File: config.mk
export PLATFORM = sky130hd
export DESIGN_NAME = count_pulse_conditioner_flat
export DESIGN_NICKNAME = d
export VERILOG_FILES = /design/src/rtl/cpc_pkg.sv /design/src/rtl/count_pulse_conditioner_if.sv /design/src/rtl/count_pulse_conditioner_sync_2ff.sv /design/src/rtl/count_pulse_conditioner.sv /design/src/flat_wrapper.sv
export SDC_FILE = /design/constraint.sdc
export NUM_CORES = 1
export LEC_CHECK = 0
export CORE_MARGIN = 2
export CORE_UTILIZATION = 25
export CTS_BUF_LIST = sky130_fd_sc_hd__clkbuf_8
export DETAILED_ROUTE_END_ITERATION = 10
export GPL_ROUTABILITY_DRIVEN = 0
export HOLD_SLACK_MARGIN = 0.15
export PLACE_DENSITY = 0.53
export SYNTH_ARGS = -nofsm -noshare
export SYNTH_HDL_FRONTEND = slang
export SYNTH_HIERARCHICAL = 1
export SYNTH_SLANG_ARGS = --single-unit
File: constraint.sdc
create_clock -name clk -period 2.4 [get_ports clk]
set_clock_uncertainty 0.15 [all_clocks]
set_input_delay 0.72 -clock clk [delete_from_list [all_inputs] [get_ports clk]]
set_output_delay 0.72 -clock clk [all_outputs]
set_load 0.1 [all_outputs]
File: src/rtl/cpc_pkg.sv
// Shared definitions for the count pulse conditioner: FSM state encoding,
// parameter defaults and the counter width helper.
package cpc_pkg;

  // Gray-adjacent encoding: every legal transition flips a single bit
  localparam logic [1:0] IDLE         = 2'b00;
  localparam logic [1:0] PRESS_WAIT   = 2'b01;
  localparam logic [1:0] PRESSED      = 2'b11;
  localparam logic [1:0] RELEASE_WAIT = 2'b10;

  localparam int DEBOUNCE_CYCLES_DEF = 4;
  localparam int REPEAT_EN_DEF       = 0;
  localparam int REPEAT_CYCLES_DEF   = 8;

  function automatic int cnt_width(input int a, input int b);
    return $clog2((a > b) ? a : b) + 1;
  endfunction

endpackage

File: src/rtl/count_pulse_conditioner_if.sv
// Button-side signal bundle: raw level in, conditioned pulse and held level out.
interface count_pulse_conditioner_if;
  logic raw_in;
  logic pulse_out;
  logic held;

  modport master (output raw_in, input pulse_out, input held);
  modport slave  (input raw_in, output pulse_out, output held);
endinterface

File: src/rtl/count_pulse_conditioner_sync_2ff.sv
// Two-flop synchronizer for a single asynchronous bit, cleared by synchronous reset.
module sync_2ff (
  input  logic clk,
  input  logic reset,
  input  logic d,
  output logic q
);

  logic meta_r;

  // metastability filter chain
  always_ff @(posedge clk) begin
    if (reset) begin
      meta_r <= 1'b0;
      q      <= 1'b0;
    end else begin
      meta_r <= d;
      q      <= meta_r;
    end
  end

endmodule

File: src/rtl/count_pulse_conditioner.sv
// Turns a bouncy asynchronous button level into single-cycle count-enable
// pulses, with optional auto-repeat while the press is held.
module count_pulse_conditioner
  import cpc_pkg::*;
#(
  parameter int DEBOUNCE_CYCLES = DEBOUNCE_CYCLES_DEF,
  parameter int REPEAT_EN       = REPEAT_EN_DEF,
  parameter int REPEAT_CYCLES   = REPEAT_CYCLES_DEF
) (
  input logic                       clk,
  input logic                       reset,
  count_pulse_conditioner_if.slave  bus
);

  localparam int CNT_W = cnt_width(DEBOUNCE_CYCLES, REPEAT_CYCLES);
  localparam logic [CNT_W-1:0] DB_LAST = CNT_W'(DEBOUNCE_CYCLES - 1);
  localparam logic [CNT_W-1:0] RP_LAST = CNT_W'(REPEAT_CYCLES - 1);
  localparam logic [CNT_W-1:0] CNT_ONE = CNT_W'(1);

  logic             sync2_s;
  logic [1:0]       state_r;
  logic [1:0]       next_state_s;
  logic [CNT_W-1:0] cnt_r;
  logic [CNT_W-1:0] next_cnt_s;
  logic             next_pulse_s;
  logic             next_held_s;
  logic             pulse_r;
  logic             held_r;

  sync_2ff u_sync (
    .clk   (clk),
    .reset (reset),
    .d     (bus.raw_in),
    .q     (sync2_s)
  );

  // debounce / auto-repeat next-state logic
  always_comb begin
    next_state_s = state_r;
    next_cnt_s   = cnt_r;
    next_pulse_s = 1'b0;
    case (state_r)
      IDLE: begin
        if (sync2_s) begin
          next_state_s = PRESS_WAIT;
          next_cnt_s   = '0;
        end else begin
          next_cnt_s   = '0;
        end
      end
      PRESS_WAIT: begin
        if (!sync2_s) begin
          next_state_s = IDLE;
          next_cnt_s   = '0;
        end else if (cnt_r == DB_LAST) begin
          next_state_s = PRESSED;
          next_pulse_s = 1'b1;
          next_cnt_s   = '0;
        end else begin
          next_cnt_s   = cnt_r + CNT_ONE;
        end
      end
      PRESSED: begin
        if (!sync2_s) begin
          next_state_s = RELEASE_WAIT;
          next_cnt_s   = '0;
        end else if (cnt_r == RP_LAST) begin
          // without repeat the count parks here instead of wrapping
          if (REPEAT_EN != 0) begin
            next_pulse_s = 1'b1;
            next_cnt_s   = '0;
          end else begin
            next_cnt_s   = cnt_r;
          end
        end else begin
          next_cnt_s   = cnt_r + CNT_ONE;
        end
      end
      RELEASE_WAIT: begin
        if (sync2_s) begin
          next_state_s = PRESSED;
          next_cnt_s   = '0;
        end else if (cnt_r == DB_LAST) begin
          next_state_s = IDLE;
          next_cnt_s   = '0;
        end else begin
          next_cnt_s   = cnt_r + CNT_ONE;
        end
      end
      default: begin
        next_state_s = IDLE;
        next_cnt_s   = '0;
      end
    endcase
    next_held_s = (next_state_s == PRESSED) || (next_state_s == RELEASE_WAIT);
  end

  // state, counter and registered outputs
  always_ff @(posedge clk) begin
    if (reset) begin
      state_r <= IDLE;
      cnt_r   <= '0;
      pulse_r <= 1'b0;
      held_r  <= 1'b0;
    end else begin
      state_r <= next_state_s;
      cnt_r   <= next_cnt_s;
      pulse_r <= next_pulse_s;
      held_r  <= next_held_s;
    end
  end

  assign bus.pulse_out = pulse_r;
  assign bus.held      = held_r;

endmodule

File: src/flat_wrapper.sv
// flat-port wrapper written by rule: the top's interface ports become plain ports
module count_pulse_conditioner_flat import cpc_pkg::*;
#(
  parameter int DEBOUNCE_CYCLES = DEBOUNCE_CYCLES_DEF,
  parameter int REPEAT_EN       = REPEAT_EN_DEF,
  parameter int REPEAT_CYCLES   = REPEAT_CYCLES_DEF
)
  (clk, reset, bus_raw_in, bus_pulse_out, bus_held);
  count_pulse_conditioner_if bus_i ();
  input logic clk;
  input logic reset;
  input wire logic [$bits(bus_i.raw_in)-1:0] bus_raw_in;
  output wire logic [$bits(bus_i.pulse_out)-1:0] bus_pulse_out;
  output wire logic [$bits(bus_i.held)-1:0] bus_held;
  assign bus_i.raw_in = bus_raw_in;
  assign bus_pulse_out = bus_i.pulse_out;
  assign bus_held = bus_i.held;
  count_pulse_conditioner #(.DEBOUNCE_CYCLES(DEBOUNCE_CYCLES), .REPEAT_EN(REPEAT_EN), .REPEAT_CYCLES(REPEAT_CYCLES)) u_core (.clk(clk), .reset(reset), .bus(bus_i));
endmodule
[Word-level counts from Yosys, hierarchy flattened]
Cells that the tools add are included.
Storage, ports and cells
  register bits after elaboration: 10
  bits of input ports: 3
  word-level logic and storage cells: 34
  output and inout port bits: 2
Operators by class
  reductions and logical operators: 3
  muxes and demuxes: 14
  bitwise gates (word level): 2
  eq/ne operators: 8
  $add $sub $neg: 1
Operators by type and width (count)
  4-bit 2-to-1 mux: 5
  4-bit case mux with 4 select lines: 1
  2-bit 2-to-1 mux: 6
  2-bit equality test (second input constant): 4
  2-bit case mux with 4 select lines: 1
  4-bit by 1-bit adder with 4-bit output (second input constant): 1
  4-bit by 2-bit equality test with 1-bit output (second input constant): 1
  4-bit by 3-bit equality test with 1-bit output (second input constant): 1
  3-bit inequality test (second input constant): 1
  3-bit OR reduction: 1
  2-bit by 1-bit equality test with 1-bit output (second input constant): 1
  2-bit logical NOT: 1
  1-bit NOT: 2
  1-bit logical OR: 1
  1-bit 2-to-1 mux: 1

[Longest topological paths before layout]
Gate-level depths: netlist of the first run.
  word-level depth: 6
  mapped depth: 5
  gate-level depth less buffers: 5

[By module]
Netlist of the first run, hierarchy kept.
By module, submodules not included
  count_pulse_conditioner: seq. area each 140.1 µm², area an instance 327.8 µm², cells an instance 38, times used 1
  sync_2ff: seq. area each 40.0 µm², area an instance 52.6 µm², cells an instance 4, times used 1

[Worst setup path after synthesis of the first run]
No wires, ideal clock.
  path kind: register to register
  start: register u_core/bus.held (netlist name)
  end: register u_core.cnt_r[0]
  path buffers: 0
  arrival time: 1743 ps
  path slack: 438 ps
  period minus slack after synthesis: 1962 ps
  data required time: 2181 ps
  cell stages (with the launch flop): 5
  library setup time: 69 ps
  cell sequence: dfxtp_1 -> or3b_1 -> nand2_1 -> o2111ai_2 -> o21ai_1
RTL lines
  end signal, assigned: line count_pulse_conditioner.sv:107  | cnt_r <= next_cnt_s;
  end, declared: line count_pulse_conditioner.sv:23  | logic [CNT_W-1:0] cnt_r;

[Worst setup path in the final report of the first run]
  start: register u_core.held_r, in the netlist u_core/bus.held
  end: output bus_held
RTL lines
  start, declared: line count_pulse_conditioner.sv:28  | logic held_r;
  start signal, assigned: line count_pulse_conditioner.sv:109  | held_r <= next_held_s;
  end, declared: line flat_wrapper.sv:14  | output wire logic [$bits(bus_i.held)-1:0] bus_held;
No word-level cell between the ends.

==> results of run 1 <==
## logic make-up (layout without fill, tap and decap cells)
group / Yosys count / count (layout) / share of synthesized area (%)
xor gates and xnor gates: 1 / 1 / 2.30
adders and majority gates: 1 / 1 / 3.29
and+or+nand+nor: 18 / 18 / 27.0
DFF: 9 / 9 / 47.4
AOI/OAI and AO/OA: 9 / 9 / 16.1
buffers and inverters: 4 / 12 / 3.95
## metrics by stage
| step | std cells | setup slack [ps] |
|---|---|---|
| 5_1_grt | 66 | 576 |
| 3_5_place_dp | 62 | 517 |
| 3_3_place_gp | 62 | 521 |
| 4_1_cts | 66 | 611 |
| 2_1_floorplan | 42 | 438 |
| 6_report | 66 | 630 |
## state kept, by name (all words and copies together) (netlist names)
name and cells:
u_core/bus.pulse_out 1, u_core/u_sync/q 1, u_core/u_sync/meta_r 1, u_core/cnt_r 4
u_core/bus.held 1, u_core/state_r 1
## final timing paths
| kind | end | cells past startpoint |
|---|---|---|
| min reg2reg | u_core/u_sync/q | 1 |
| max reg2reg | u_core/cnt_r[3] | 4 |
| min | u_core/u_sync/q | 1 |
| max | bus_held | 1 |
## cell usage in the layout, fill, tap and decap left out, types with 2 or more instances in the layout
cell type        count
dfxtp_1              9
inv_1                5
nor2_1               5
clkbuf_8             3
o21ai_0              3
clkdlybuf4s50_1      2
or3b_1               2
nand2_1              2
nand4_1              2
o21ai_1              2
nor2b_1              2
## layer usage
layer	wire length [µm]	vias up	GRT usage (%)
li1	-	167	-
met1	314	133	9.84
met2	263	12	11.8
met3	46	2	7.66
met4	13	0	7.27
met5	0	-	0
## cell type report
class | instances | area (µm²)
fillers | 161 | 978
multi-input cells | 29 | 185
flip-flops and latches | 9 | 180
repair buffers | 4 | 47.5
clock buffers | 3 | 41.3
well taps | 16 | 20.0
inverters | 4 | 15.0
clock inverters | 1 | 3.75
## power by group
part           total (mW)  internal, mW  switching (mW)
registers           0.154         0.152         0.00182
clock network       0.169         0.111          0.0581
logic             0.00721       0.00418         0.00303
==> metrics.txt, run 1 <==
Sink Count=9; Total Wirelength=~640 µm; reg2reg start=u_core/cnt_r[0]; Clock Path Buffers=2; synth unique cells=20; Hold Crit Class=flop to flop; delay-heaviest family, CP=flip-flops; CTS root buf=clkbuf_8; Reg clk slew, reported paths=40 ps; Final Cycle Share=73.7%; Worst Min Path Start=u_core/u_sync/meta_r; Post-Syn Instances=42; Synth top area share=a little under half; Critical Path Start Type=flop; Post-CTS Resized=0; hpwl dp=446 µm; Yosys top cell by area=dfxtp_1; CP Capture Type=output port; DIE AREA=1850 µm²; Yosys reg bits=9; Finish-stage setup viols=0; global-route wire length before repair=between 1000 and 1500 µm; Placed Area=between 400 and 500 µm²; Die W=about 43 µm; Pwr Density=between 600 and 700 nW/µm²; status=finished clean; vias in the first global route=between 200 and 300; Core Region=roughly 1500 µm²; CP Data Required Time=roughly 1500 ps; drt drc=0; YS warnings=6; DIE HEIGHT=approximately 43 µm; nets=55; Main synth FF type=dfxtp_1; Worst-Skew Late Latency=between 200 and 250 ps; Max transition margin=81.7%; DRT Pass-1 Iters=4; Critical Path, Cell by Cell=buf_12; Util after Layout=around a third; Ports=5; crit path kind=flop to output port; fin area=between 400 and 500 µm²; Async SR Flop Fraction=0%; crit path from=u_core/bus.held; Remaining Overflow, GRT=0; Critical Path Fanout Max=7; CTS Buf Count=3; worst reg2reg setup slack=750 ps; Final Hold Vio Count=0; # port buffers=4; most common cell in the netlist=dfxtp_1; Mapped Nets=46; CTS tree=built; syn avg cell area=9.06 µm²; Pleak=0.188 nW; Antenna Nets Post-Route=0; post-synthesis sequential area ratio=between 40 and 50%; wire length per cell=between 9 and 10 µm; postcts setup bufs=0; Design Power=~0.33 mW; initial drt markers=4; vias=approximately 310; fraction of layout cells with a size suffix above 1=a little under an eighth; Netlist Area Pre-Place=between 300 and 400 µm²; H-tree depth=1; hold buffer count at cts=0; Max Fclk=between 500 and 600 MHz; GRT Util Overall=9.34%; starting density of the core=~26%; measured slew at the worst slew-check pin=about 280 ps; Max Cap Viol=0; number of flops mapped to enable cells by yosys=0; top cells by area, synth=dfxtp_1 (47%), nor2_1 (4.9%), or3b_1 (4.6%); Slew Viols, Final=0; Antenna diodes=0; WP buf/inv=1; Max IR drop VDD=about 280 µV; num rows=14; initial antenna violation count=0; synth cell count leaders=dfxtp_1 (9), nor2_1 (5), inv_1 (4); slowest cell delay on critical path=approximately 450 ps; Tmin final=between 1500 and 2000 ps; Critical Path AT=about 900 ps; area grow syn2layout=29.6%; slowest CP cell=dfxtp_1; hold_ws=287 ps; RSZ-0062 raised after global routing=no; setup_tns=0 ps; vias per cell=4.76; largest net degree at the start of global routing=9
No activity file was read; power rests on OpenSTA's default activity.
==> run 2, diff against run 1 <==
--- a/config.mk
+++ b/config.mk
@@ -11,7 +11,7 @@
 export DETAILED_ROUTE_END_ITERATION = 10
 export GPL_ROUTABILITY_DRIVEN = 0
 export HOLD_SLACK_MARGIN = 0.15
-export PLACE_DENSITY = 0.53
+export PLACE_DENSITY = 0.55
 export SYNTH_ARGS = -nofsm -noshare
 export SYNTH_HDL_FRONTEND = slang
 export SYNTH_HIERARCHICAL = 1
==> constraint.sdc (replaced) <==
create_clock -name clk -period 1.6 [get_ports clk]
set_clock_uncertainty 0.15 [all_clocks]
set_input_delay 0.48 -clock clk [delete_from_list [all_inputs] [get_ports clk]]
set_output_delay 0.48 -clock clk [all_outputs]
set_load 0.1 [all_outputs]
==> run 2 against run 1 <==
Compared with the run above: via count is 11% higher; critical path depth is 5 higher; die area stayed put; sequential power is 49% higher; first-iteration DRC count is 100% higher; non-clock buffer count is 5 higher; global-route usage hardly changed; power is 50% higher; core utilization is 4.1 points higher; hold slack worse by 3.1 ps; worst setup slack worse by 560 ps; clock power is 50% higher; critical endpoint is now u_core/cnt_r[1]; largest cell class unchanged; largest power group unchanged; highest routed layer is now met3.
==> metrics.txt, run 2 (synthesis results as in run 1) <==
num rows=14; Placed Instances=66; Critical Path Fanout Max=3; Final Cycle Share=between 90% and 100%; DIE AREA=between 1500 and 2000 µm²; Max transition margin=85.8%; vias=around 350; Critical Path AT=1540 ps; area grow syn2layout=45.4%; vias per cell=roughly 4.9; global-route wire length before repair=1230 µm; Critical Path Start Type=flop; FF-to-FF path depth=6; Placed Area=approximately 500 µm²; Total Wirelength=around 740 µm; DIE HEIGHT=43.0 µm; nets=60; Biggest register=u_core/cnt_r; Util after Layout=between 30% and 40%; hold_ws=around 280 ps; vias in the first global route=about 300; CTS Buf Count=3; H-tree depth=1; GRT Util Overall=9.35%; Slew Viols, Final=0; Antenna Nets Post-Route=0; CP Capture Type=flop; setup_tns=0 ps; Worst Min Path Start=u_core/u_sync/meta_r; Hold Path Sink=u_core/u_sync/q; # port buffers=4; Pleak=around 0.22 nW; Die W=roughly 43 µm; Final Hold Vio Count=0; CTS tree=built; Antenna diodes=0; Hold Crit Class=flop to flop; fraction of layout cells with a size suffix above 1=between 20 and 30%; status=finished clean; initial drt markers=8; commonest non-fill, non-tap cells in the layout=dfxtp_1 (8), inv_1 (5), nor2_1 (5), buf_4 (5); Remaining Overflow, GRT=0; hpwl dp=510 µm; CTS root buf=clkbuf_8; Worst-Skew Late Latency=230 ps; Max Fclk=around 650 MHz; largest net degree at the start of global routing=8; Sink Count=9; Min-Delay Path Depth=1; Core Region=1470 µm²; drt drc=0; Clock Path Buffers=2; worst reg2reg setup slack=about 71 ps; wire length per cell=10.4 µm; CP Data Required Time=between 1500 and 2000 ps; starting density of the core=about a quarter; Max Cap Viol=0; initial antenna violation count=0; fin area=553 µm²; Pwr Density=approximately 900 nW/µm²; DRT Pass-1 Iters=4; Reg-to-Reg End=u_core/cnt_r[1]; reg2reg start=u_core/cnt_r[0]; max reg flops=4; commonest non-fill, non-tap cell in the layout=dfxtp_1; Tmin final=~1500 ps; Ports=5; Finish-stage setup viols=0; Reg clk slew, reported paths=~40 ps; measured slew at the worst slew-check pin=between 200 and 250 ps; Max IR drop VDD=between 400 and 500 µV; crit path kind=flop to flop; Post-Layout Cell Count=just over 70
run 2: cell count changes in the layout (fill, tap and decap cells not counted):
| cell | before | now |
|---|---|---|
| ha_1 | 1 | 0 |
| and3b_1 | 1 | 0 |
| and3b_2 | 0 | 1 |
| or3b_1 | 2 | 1 |
| dfxtp_1 | 9 | 8 |
| buf_12 | 1 | 2 |
| dfxtp_4 | 0 | 1 |
| ha_2 | 0 | 1 |
| or3b_4 | 0 | 1 |
| buf_4 | 1 | 5 |
run 2: layout make-up:
type	instances	area, µm²
Fill cell	156	918
Multi-Input combinational cell	29	191
Sequential cell	9	184
Timing Repair Buffer	9	97.6
Clock buffer	3	41.3
Tap cell	16	20.0
Inverter	4	15.0
Clock inverter	1	3.75
run 2: metal layers:
metal  track usage (%)  share of wire (%)  wire length [µm]
met3              2.55                4.6                34
met2              12.4                 45               333
met1              11.7                 50               371
met5                 0                  0                 0
met4              9.09                  0                 0
run 2: what timing repair did:
| item | in CTS | in global routing |
|---|---|---|
| hold buffers | 0 | 0 |
| gates resized for setup | 0 | 3 |
| setup endpoints to repair | 0 | 4 |
| buffers inserted | 0 | 1 |
run 2: worst max path at each step:
stage	startpoint	endpoint	slack (ps)
final	u_core/cnt_r[0]	u_core/cnt_r[1]	70
after global routing	u_core/cnt_r[0]	u_core/cnt_r[1]	-2
after CTS	u_core/cnt_r[0]	u_core/cnt_r[1]	50
after detailed placement	reset	u_core/cnt_r[1]	30
after global placement	reset	u_core/cnt_r[1]	50
after floorplan	u_core/bus.pulse_out	bus_pulse_out	60
run 2: power breakdown:
part	total (mW)	internal (mW)	switching, mW
clock network	0.253	0.167	0.0860
logic	0.0130	0.00789	0.00511
registers	0.229	0.227	0.00282
total	0.495	0.401	0.0939
run 2: worst max-delay path: stages (launching register included):
cell       delay, ps
dfxtp_1          310
ha_2             180
buf_4            130
and3b_2          210
o211ai_1         120
o2111ai_2        190
o21ai_1          160
run 2: stage by stage:
| stage | power (mW) | setup WS [ps] |
|---|---|---|
| floorplan | 0.236 | 61.0 |
| global placement | 0.246 | 50.4 |
| detailed placement | 0.246 | 31.7 |
| CTS | 0.506 | 50.0 |
| global route | 0.519 | -1.64 |
| finish | 0.495 | 70.6 |
